==> config.mk <==
export PLATFORM = sky130hd
export DESIGN_NAME = dmem_arbiter
export DESIGN_NICKNAME = d
export VERILOG_FILES = /design/src/rtl/dmem_arbiter.sv
export SDC_FILE = /design/constraint.sdc
export NUM_CORES = 1
export LEC_CHECK = 0
export ABC_AREA = 1
export BUFFER_PORTS_ARGS = -buffer_cell sky130_fd_sc_hd__buf_2
export CAP_MARGIN = 30
export CORE_AREA = 2 2 118 120
export DETAILED_ROUTE_END_ITERATION = 8
export DIE_AREA = 0 0 120 122
export SKIP_CTS_REPAIR_TIMING = 1
export SYNTH_ARGS = -nofsm -noshare
export SYNTH_HDL_FRONTEND = slang
export SYNTH_SLANG_ARGS = --single-unit
export TNS_END_PERCENT = 100
==> constraint.sdc <==
create_clock -name clk_i -period 2.3 [get_ports clk_i]
set_input_delay 0.575 -clock clk_i [delete_from_list [all_inputs] [get_ports clk_i]]
set_output_delay 0.575 -clock clk_i [all_outputs]
set_load 0.02 [all_outputs]
==> src/rtl/dmem_arbiter.sv <==
// dmem_arbiter: two-port round-robin arbiter in front of the DCCM SRAM macro.
// Port 0 (core LSU adapter) and port 1 (DMA/debug adapter) each use the
// adapter-side req/gnt/rvalid handshake. The arbiter grants one access per
// cycle, drives the SRAM's active-low chip-select / write-enable and byte mask
// in the same cycle, and routes read data back to the issuing port
// ReadLatency cycles later.
//
// Ports:
//   clk_i, rst_i            clock, synchronous active-high reset
//   pN_req_i / pN_gnt_o     request / same-cycle grant for port N
//   pN_we_i                 1 = write, 0 = read
//   pN_addr_i               word address
//   pN_wdata_i, pN_wmask_i  write data and bit-level write mask
//   pN_rvalid_o, pN_rdata_o read response (rdata is '0 when not valid)
//   sram_*                  SRAM macro pins (csb/web active low, byte mask)
module dmem_arbiter #(
    parameter int unsigned Aw          = 10,
    parameter int unsigned Dw          = 32,
    parameter int unsigned ReadLatency = 1
) (
    input  logic              clk_i,
    input  logic              rst_i,

    input  logic              p0_req_i,
    output logic              p0_gnt_o,
    input  logic              p0_we_i,
    input  logic [Aw-1:0]     p0_addr_i,
    input  logic [Dw-1:0]     p0_wdata_i,
    input  logic [Dw-1:0]     p0_wmask_i,
    output logic              p0_rvalid_o,
    output logic [Dw-1:0]     p0_rdata_o,

    input  logic              p1_req_i,
    output logic              p1_gnt_o,
    input  logic              p1_we_i,
    input  logic [Aw-1:0]     p1_addr_i,
    input  logic [Dw-1:0]     p1_wdata_i,
    input  logic [Dw-1:0]     p1_wmask_i,
    output logic              p1_rvalid_o,
    output logic [Dw-1:0]     p1_rdata_o,

    output logic              sram_csb_o,
    output logic              sram_web_o,
    output logic [Dw/8-1:0]   sram_wmask_o,
    output logic [Aw-1:0]     sram_addr_o,
    output logic [Dw-1:0]     sram_din_o,
    input  logic [Dw-1:0]     sram_dout_i
);

    localparam int unsigned Bw = Dw / 8;

    typedef enum logic {
        PRIO_P0 = 1'b0,
        PRIO_P1 = 1'b1
    } prio_e;

    prio_e                  prio_q;
    prio_e                  prio_d;
    logic                   gnt0;
    logic                   gnt1;
    logic                   gnt_any;
    logic                   win_we;
    logic [Dw-1:0]          win_wmask;
    logic [Bw-1:0]          win_byte_en;
    logic                   rd_issue;
    logic [ReadLatency-1:0] pipe_valid;
    logic [ReadLatency-1:0] pipe_port;
    logic                   rsp_valid;
    logic                   rsp_port;

    // Priority pointer register
    always_ff @(posedge clk_i) begin
        if (rst_i) begin
            prio_q <= PRIO_P0;
        end else begin
            prio_q <= prio_d;
        end
    end

    // Grant decision and next priority: the winner drops to lowest priority
    always_comb begin
        prio_d = prio_q;
        gnt0   = 1'b0;
        gnt1   = 1'b0;
        if (!rst_i) begin
            if (p0_req_i && (!p1_req_i || prio_q == PRIO_P0)) begin
                gnt0 = 1'b1;
            end else if (p1_req_i) begin
                gnt1 = 1'b1;
            end
        end
        if (gnt0) begin
            prio_d = PRIO_P1;
        end else if (gnt1) begin
            prio_d = PRIO_P0;
        end
    end

    assign gnt_any  = gnt0 | gnt1;
    assign p0_gnt_o = gnt0;
    assign p1_gnt_o = gnt1;

    // Collapse the bit mask of the winner into per-byte enables
    for (genvar b = 0; b < Bw; b++) begin : g_byte
        assign win_byte_en[b] = |win_wmask[8*b +: 8];
    end

    // SRAM pin mux; address/data park on port 0 when idle
    always_comb begin
        sram_csb_o   = 1'b1;
        sram_web_o   = 1'b1;
        sram_wmask_o = '0;
        sram_addr_o  = p0_addr_i;
        sram_din_o   = p0_wdata_i;
        win_we       = 1'b0;
        win_wmask    = p0_wmask_i;
        if (gnt1) begin
            sram_addr_o = p1_addr_i;
            sram_din_o  = p1_wdata_i;
            win_we      = p1_we_i;
            win_wmask   = p1_wmask_i;
        end else if (gnt0) begin
            win_we      = p0_we_i;
        end
        if (gnt_any) begin
            sram_csb_o = 1'b0;
            sram_web_o = ~win_we;
            if (win_we) begin
                sram_wmask_o = win_byte_en;
            end
        end
    end

    // Response tracker: only granted reads enter as valid
    assign rd_issue = gnt_any & ~win_we;

    if (ReadLatency > 1) begin : g_shift
        always_ff @(posedge clk_i) begin
            if (rst_i) begin
                pipe_valid <= '0;
                pipe_port  <= '0;
            end else begin
                pipe_valid <= {pipe_valid[ReadLatency-2:0], rd_issue};
                pipe_port  <= {pipe_port[ReadLatency-2:0], gnt1};
            end
        end
    end else begin : g_single
        always_ff @(posedge clk_i) begin
            if (rst_i) begin
                pipe_valid <= '0;
                pipe_port  <= '0;
            end else begin
                pipe_valid <= rd_issue;
                pipe_port  <= gnt1;
            end
        end
    end

    // Final stage routes SRAM read data to the recorded port; silent in reset
    assign rsp_valid   = pipe_valid[ReadLatency-1] & ~rst_i;
    assign rsp_port    = pipe_port[ReadLatency-1];
    assign p0_rvalid_o = rsp_valid & ~rsp_port;
    assign p1_rvalid_o = rsp_valid & rsp_port;
    assign p0_rdata_o  = p0_rvalid_o ? sram_dout_i : '0;
    assign p1_rdata_o  = p1_rvalid_o ? sram_dout_i : '0;

endmodule
==> flow_summary.ini, run 1 <==
[critical_path]
crit_path_end_kind = output pin
critical_path_class = in -> out
crit_arrival_ps = 1600
crit_path_start_kind = input pin
cp_max_fo = 28
worstPathRequired_ps = 1730

[drt]
drt-wirelength-per-cell_um = 9.28
first_pass_iters = 4
dr.first_iter.drc_count = 67
via_per_inst = 3.58
vias = 2903
drc_errors = 0
ant_nets = 0
finalWirelength_mm = 7.54

[place]
dp_cells = 808
place_area_sq_mm = 0.00307
dpl.hpwl_mm = 6.63
place_congestion = 0.761
port_buffers = 301

[clock_network]
clk_path_buf_depth = 2
clk_latency_ps = 230
cts.sinks = 3
cts-root-buf = clkbuf_16
clk_pin_slew_ps = 30
cts-htree-levels = 1
cts_tree = yes
numCtsBuffers = 3

[finish]
final_nets = 819
area_delta_synth_final_pct = 127
post-route-util = 0.235
num_antenna_cells = 0
stdcell_count = 812
final_cell_area_sq_mm = 0.00317
drive_above_1_share = 0.500

[sta]
holdWs_ps = 540
maxSlewViolCount = 0
slew_headroom = 0.791
fmax_mhz = 459
post-route-min-period_ps = 2180
period_share = 0.948
finClkSkew_ps = 1.74
worst_pin_slew_ps = 314
setup_viol = 0
finalHoldViolCount = 0

[power_and_ir_drop]
p_leak_uw = 0.00227
sw_frac_of_total = 0.418
pwr-share-seq = 0.066
powerDensity_mw_per_mm2 = 283
p_sw_uw = 375
pwr-share-clk = 0.312
p_int_uw = 521
peakVddDrop_mv = 0.303
combPwrFrac = 0.623

[status]
outcome = completed

[min_path]
hold_path.class = reg -> reg

[logic_synthesis]
syn_area_sq_mm = 0.00140
yosysSeqAreaShare = 0.0429
mappedNetlistNets = 525
yosysWarnings = 0
synth.ff_latch_count = 3
synth_cells = 339
avgSynthCellArea_sq_um = 4.13
synth_top_area_frac = 0.421
synthDistinctLibCells = 14
synth_area_leaders = nand2_1, nor2_1, inv_1, dfxtp_1, buf_6
synth_top_area_cell = nand2_1

[global_routing]
grt.overflow.total = 0
grt_pass1_vias = 2462
grt_use_total = 0.0928
grt_max_degree = 33
grt_pass1_wl_mm = 11.1
antenna_found_initial = 0

[die]
initial_utilization = 0.104
die_x_um = 120
fp.dieH_um = 122
die_area_sq_mm = 0.0146
ios = 302
rows = 43
coreArea_sq_mm = 0.0135

[flow_run]
drv_cap = 0
[cell usage after synthesis]
| master | count |
|---|---|
| nand3_1 | 1 |
| dfxtp_1 | 3 |
| nand4_1 | 1 |
| buf_4 | 2 |
| inv_2 | 3 |
| buf_2 | 9 |
| nor3_2 | 2 |
| o21ai_0 | 1 |
| inv_1 | 42 |
| o21ai_1 | 1 |
| nor2_1 | 111 |
| nand2_1 | 157 |
| nand2_2 | 1 |
| buf_6 | 5 |
[final cells by class]
type / instances / area [sq um]
multi-input cells: 275 / 1070
flip-flops and latches: 3 / 60.1
clock buffers: 4 / 78.8
fillers: 1589 / 10300
well taps: 180 / 225
repair buffers: 305 / 1560
inverters: 45 / 174
[worst max-delay path, stage by stage]
cell,delay (ps)
buf_2,170
nor2_1,80
nand2_2,110
buf_4,320
nand2_1,80
nand2_1,100
buf_2,170
[flip-flops by register name (all words and copies together) (netlist names)]
name        cells
pipe_valid      1
pipe_port       1
prio_q          1
[kinds of logic (layout without fill, tap and decap cells)]
kind of cell,after synthesis,count (layout),share of synthesized area
compound gates,2,2,0.00715
buf+inv,61,354,0.204
flops,3,3,0.0429
simple gates,273,273,0.746
[through the flow]
step	total power, uW	TNS, ps	setup WS, ps
finish	896	0	120
global route	971	-3.24	-3.24
detailed placement	618	-3530	-132
floorplan	348	0	201
global placement	616	-2680	-127
CTS	904	-3640	-134
[layout by cell type, fill, tap and decap left out]
| cell | synthesis | final |
|---|---|---|
| nand2_2 | 1 | 1 |
| clkbuf_1 | 0 | 1 |
| clkbuf_16 | 0 | 3 |
| nor2_1 | 111 | 110 |
| inv_1 | 42 | 42 |
| buf_12 | 0 | 2 |
| o21ai_2 | 0 | 1 |
| dfxtp_1 | 3 | 3 |
| nand3_1 | 1 | 1 |
| buf_2 | 9 | 301 |
| nor3_4 | 0 | 2 |
| o21ai_0 | 1 | 1 |
| nand4_1 | 1 | 1 |
| buf_4 | 2 | 2 |
| nor2_2 | 0 | 1 |
| inv_2 | 3 | 1 |
| nand2_1 | 157 | 157 |
| inv_4 | 0 | 2 |
[final timing paths]
path / from / to / slack (ps) / cells past startpoint
hold reg to reg: prio_q / prio_q / 540 / 2
setup reg to reg: prio_q / pipe_valid / 1200 / 7
setup / recovery: rst_i / sram_addr_o[5] / 120 / 7
hold / removal: prio_q / prio_q / 540 / 2
[power by group through the flow]
stage	logic [uW]	registers [uW]	clock network, uW
after floorplan	289	58.7	0
after global placement	557	59.4	0
after detailed placement	559	59.3	0
after CTS	561	58.6	284
after global routing	620	59.3	292
final	558	59.0	279
[metal layers]
| layer | up-vias | global-route usage | wire length [um] |
|---|---|---|---|
| li1 | 1552 | - | - |
| met1 | 1170 | 0.109 | 3160 |
| met2 | 177 | 0.172 | 3550 |
| met3 | 4 | 0.0206 | 770 |
| met4 | 0 | 0.0199 | 51 |
| met5 | - | 0 | 0 |
(Power assumes the default switching activity.)
==> run 2, diff against run 1 <==
REMOVE_ABC_BUFFERS = 1   (was default)
==> flow_summary.ini, run 2 (synthesis gave the netlist of run 1 again) <==
[die]
die_area_sq_mm = 0.0146
rows = 43
die_x_um = 120
initial_utilization = 0.104
ios = 302
fp.dieH_um = 122
coreArea_sq_mm = 0.0135

[power_and_ir_drop]
powerDensity_mw_per_mm2 = 288
peakVddDrop_mv = 0.219
p_leak_uw = 0.00234

[critical_path]
cp_cell_sequence = buf_2 > inv_2 > nor2_2 > nand2_2 > clkinv_4 > buf_12 > clkbuf_16 > nand2_1 > nand2_1 > buf_6
crit_path_start_kind = input pin
crit_family = buffers and inverters
worstPathRequired_ps = 1730
cp_max_fo = 7
path_buf_inv = 6
slowest_stage = nand2_2
max_stage_delay_ps = 180
critical_path_class = in -> out
crit_top_cell = nand2_1
crit_arrival_ps = 1660
crit_path_end_kind = output pin

[clock_network]
cts-htree-levels = 1
cts-root-buf = clkbuf_16
clk_pin_slew_ps = 30
clk_latency_ps = 220
cts.sinks = 3
numCtsBuffers = 3
clk_path_buf_depth = 2
cts_tree = yes

[sta]
post-route-min-period_ps = 2240
holdWs_ps = 571
finClkSkew_ps = 2.31
setup_tns_ps = 0
finalHoldViolCount = 0
setup_viol = 0
worst_pin_slew_ps = 506
maxSlewViolCount = 0
period_share = 0.973
rsz0062_at_grt = yes
fmax_mhz = 447
slew_headroom = 0.662

[global_routing]
grt.overflow.total = 0
grt_max_degree = 48
grt_pass1_vias = 2665
grt_pass1_wl_mm = 13.9
grt_use_total = 0.122
antenna_found_initial = 2

[flow_run]
drv_cap = 0

[drt]
first_pass_iters = 4
finalWirelength_mm = 10.4
ant_nets = 0
dr.first_iter.drc_count = 58
via_per_inst = 3.70
drt-wirelength-per-cell_um = 12.7
vias = 3027
drc_errors = 0

[min_path]
hold_path.class = in -> reg

[status]
outcome = completed

[finish]
drive_above_1_share = 0.520
reg_top3 = pipe_port (1), pipe_valid (1), prio_q (1)
num_antenna_cells = 0
final_nets = 826
area_delta_synth_final_pct = 141
layout_common_cells = buf_2, nand2_1, nor2_1
final_common_cell = buf_2
nFillCells = 1598

[place]
port_buffers = 301
dpl.hpwl_mm = 9.05
place_congestion = 0.801
==> run 2: metrics by stage <==
stage	cells	cell area (sq um)	util	power [uW]	worst slack, ps
after floorplan	323	1280	-	330	-298
final	819	3380	0.250	971	61.3
after detailed placement	809	3080	0.228	646	-61.5
after global routing	819	3380	0.250	1040	-8.58
after global placement	809	3080	0.228	646	-81.1
after CTS	813	3160	0.234	930	-64.2
==> run 2: metal layers <==
layer,global-route usage,up-vias,routed length [um]
met1,0.144,1257,4230
met5,0,-,0
li1,-,1565,-
met2,0.229,197,5110
met3,0.0276,8,943
met4,0.0140,0,76
==> run 2: where the power goes <==
part | internal [uW] | switching [uW]
logic | 274 | 360
registers | 56.6 | 2.04
clock network | 229 | 49.6
total | 559 | 411
==> run 2: worst reg2reg max path, delay by kind of cell (launching register included) <==
kind                   cells  cell delay [ps]
AND/OR/NAND/NOR            3              250
AO/OA/AOI/OAI              1              180
buffers and inverters      1               50
flip-flops                 1              340
==> run 2: cell type report <==
class                           count  area, sq um  area share
Timing Repair Buffer              312         1760       0.521
Multi-Input combinational cell    275         1080       0.320
Tap cell                          180          225      0.0667
Inverter                           45          174      0.0515
Clock buffer                        4         78.8      0.0234
Sequential cell                     3         60.1      0.0178
==> run 2: path summary, 6_finish.rpt <==
check | end | cells after the start | from | slack (ps)
setup reg to reg | pipe_valid | 5 | prio_q | 1360
hold / removal | prio_q | 2 | rst_i | 570
hold reg to reg | prio_q | 2 | prio_q | 580
setup / recovery | sram_din_o[27] | 10 | p1_req_i | 60
==> run 3, diff against run 2 <==
ABC_AREA = default   (was 1)
==> flow_summary.ini, run 3 <==
[status]
outcome = finished, violations left
violations = negative setup slack

[critical_path]
crit_path_start_kind = input pin
rrSetupSlack_ps = 1000
cp-endpoint = sram_wmask_o[0]
crit_top_cell = buf_2
crit_path_end_kind = output pin
reg2reg_from = prio_q
cp_cell_sequence = buf_2 > or4_1 > nor4_2 > a2111oi_2 > buf_2
crit_arrival_ps = 1810
worstRegToRegCells = 4
crit_start = p1_wmask_i[4]
worstPathRequired_ps = 1730
timing.rr.end = pipe_valid
max_stage_delay_ps = 540
cp_max_fo = 1
critical_path_class = in -> out
slowest_stage = or4_1

[place]
port_buffers = 301
dpl.hpwl_mm = 7.43
place_congestion = 0.757
dp_slack_ps = -49.8

[finish]
num_antenna_cells = 0
reg_top3 = pipe_port (1), pipe_valid (1), prio_q (1)
final_nets = 662
layout_common_cells = buf_2, and2_1, mux2_4
post-route-util = 0.279
drive_above_1_share = 0.796
area_delta_synth_final_pct = 169
final_common_cell = buf_2

[global_routing]
grt_max_degree = 34
grt_pass1_vias = 2119
antenna_found_initial = 0
grt.overflow.total = 0
grt_use_total = 0.100
grt_pass1_wl_mm = 11.4

[logic_synthesis]
synthAdderAreaFrac = 0
synth.ff_latch_count = 3
synth.most_common_cell = and2_1
avgSynthCellArea_sq_um = 8.49
ys.flop_type = dfxtp_1
synth_top_family_by_area = simple AND/OR/NAND/NOR gates
yosysWarnings = 0
synth-compound-area-share = 0.0599
async_flop_share = 0
synth_xor_area_frac = 0
yosys.area_share.simple = 0.454
synth_top_area_frac = 0.286
syn_area_sq_mm = 0.00140
yosysSeqAreaShare = 0.0429
synthDistinctLibCells = 25
synth_top_area_cell = and2_1
synth_edf_count = 0
synthMuxAreaShare = 0.386
synth_top_cells_by_count = and2_1, mux2_2, mux2_4
synth_cells = 165
synth_area_leaders = and2_1, mux2_4, mux2_2, or4_1, dfxtp_1

[die]
coreArea_sq_mm = 0.0135
die_x_um = 120
die_area_sq_mm = 0.0146
initial_utilization = 0.104
fp.dieH_um = 122
rows = 43
ios = 302

[drt]
finalWirelength_mm = 8.59
vias = 2436
drt-wirelength-per-cell_um = 13.1
dr.first_iter.drc_count = 24
ant_nets = 0
drc_errors = 0
via_per_inst = 3.72
first_pass_iters = 4

[sta]
slew_headroom = 0.757
post-route-min-period_ps = 2390
finClkSkew_ps = 1.01
setup_slack_ps = -87.3
finalHoldViolCount = 0
setup_viol = 1
rsz0062_at_grt = yes
worst_pin_slew_ps = 364
fmax_mhz = 419
maxSlewViolCount = 0
period_share = 1.04

[power_and_ir_drop]
p_sw_uw = 352
pwr-share-clk = 0.271
pwr-share-seq = 0.059
p_leak_uw = 0.00221
combPwrFrac = 0.670
sw_frac_of_total = 0.349
p_int_uw = 656
peakVddDrop_mv = 0.230
powerDensity_mw_per_mm2 = 268

[clock_network]
cts-root-buf = clkbuf_16
cts.sinks = 3
numCtsBuffers = 3
clk_path_buf_depth = 2
clk_pin_slew_ps = 30
clk_latency_ps = 220
cts-htree-levels = 1
cts_tree = yes

[min_path]
hold_path.class = reg -> reg

[flow_run]
drv_cap = 0
run 3: worst max-delay path: cells and delay by family:
kind                   cells  cell delay [ps]
buffers and inverters      2              280
AOI/OAI and AO/OA          1              100
and+or+nand+nor            2              860
run 3: stage by stage:
step | instances | hold slack [ps] | total power, uW | area (sq um) | setup TNS (ps)
floorplan | 153 | 462 | 325 | 1330 | -4270
finish | 655 | 553 | 1010 | 3760 | -87.3
global route | 655 | 590 | 1070 | 3760 | -322
CTS | 648 | 497 | 899 | 3250 | -542
global placement | 644 | 494 | 617 | 3170 | -155
detailed placement | 644 | 489 | 619 | 3170 | -416
run 3: power by group through the flow:
stage | Clock [uW] | Combinational [uW] | Sequential (uW)
global placement | 0 | 558 | 58.8
finish | 273 | 676 | 59.3
detailed placement | 0 | 560 | 58.8
CTS | 279 | 562 | 58.2
global route | 287 | 721 | 59.6
floorplan | 0 | 267 | 58.3
run 3: cell type report:
| class | instances | area [sq um] |
|---|---|---|
| multi-input combinational | 149 | 1430 |
| sequential | 3 | 60.1 |
| inverter | 2 | 7.51 |
| fill | 1481 | 9740 |
| timing repair buffer | 317 | 1960 |
| clock buffer | 4 | 78.8 |
| tap | 180 | 225 |
run 3: routing by layer:
metal | GRT usage | wire length [um] | up-vias | share of wire
met2 | 0.173 | 4170 | 180 | 0.49
li1 | - | - | 1210 | -
met3 | 0.0276 | 944 | 4 | 0.11
met4 | 0.0110 | 36 | 0 | 0.0042
met1 | 0.128 | 3440 | 1042 | 0.40
met5 | 0 | 0 | - | 0
run 3: cells by family after synthesis:
kind of cell,count (synthesis)
multiplexers,42
AO/OA/AOI/OAI,9
AND/OR/NAND/NOR,97
flip-flops,3
buffers and inverters,14
run 3: worst min-delay path by stage:
stage | startpoint | endpoint | slack [ps] | cells past startpoint
floorplan | prio_q | prio_q | 460 | 2
global placement | prio_q | prio_q | 490 | 2
detailed placement | prio_q | prio_q | 490 | 2
CTS | prio_q | prio_q | 500 | 2
global route | prio_q | prio_q | 590 | 2
finish | prio_q | prio_q | 550 | 2
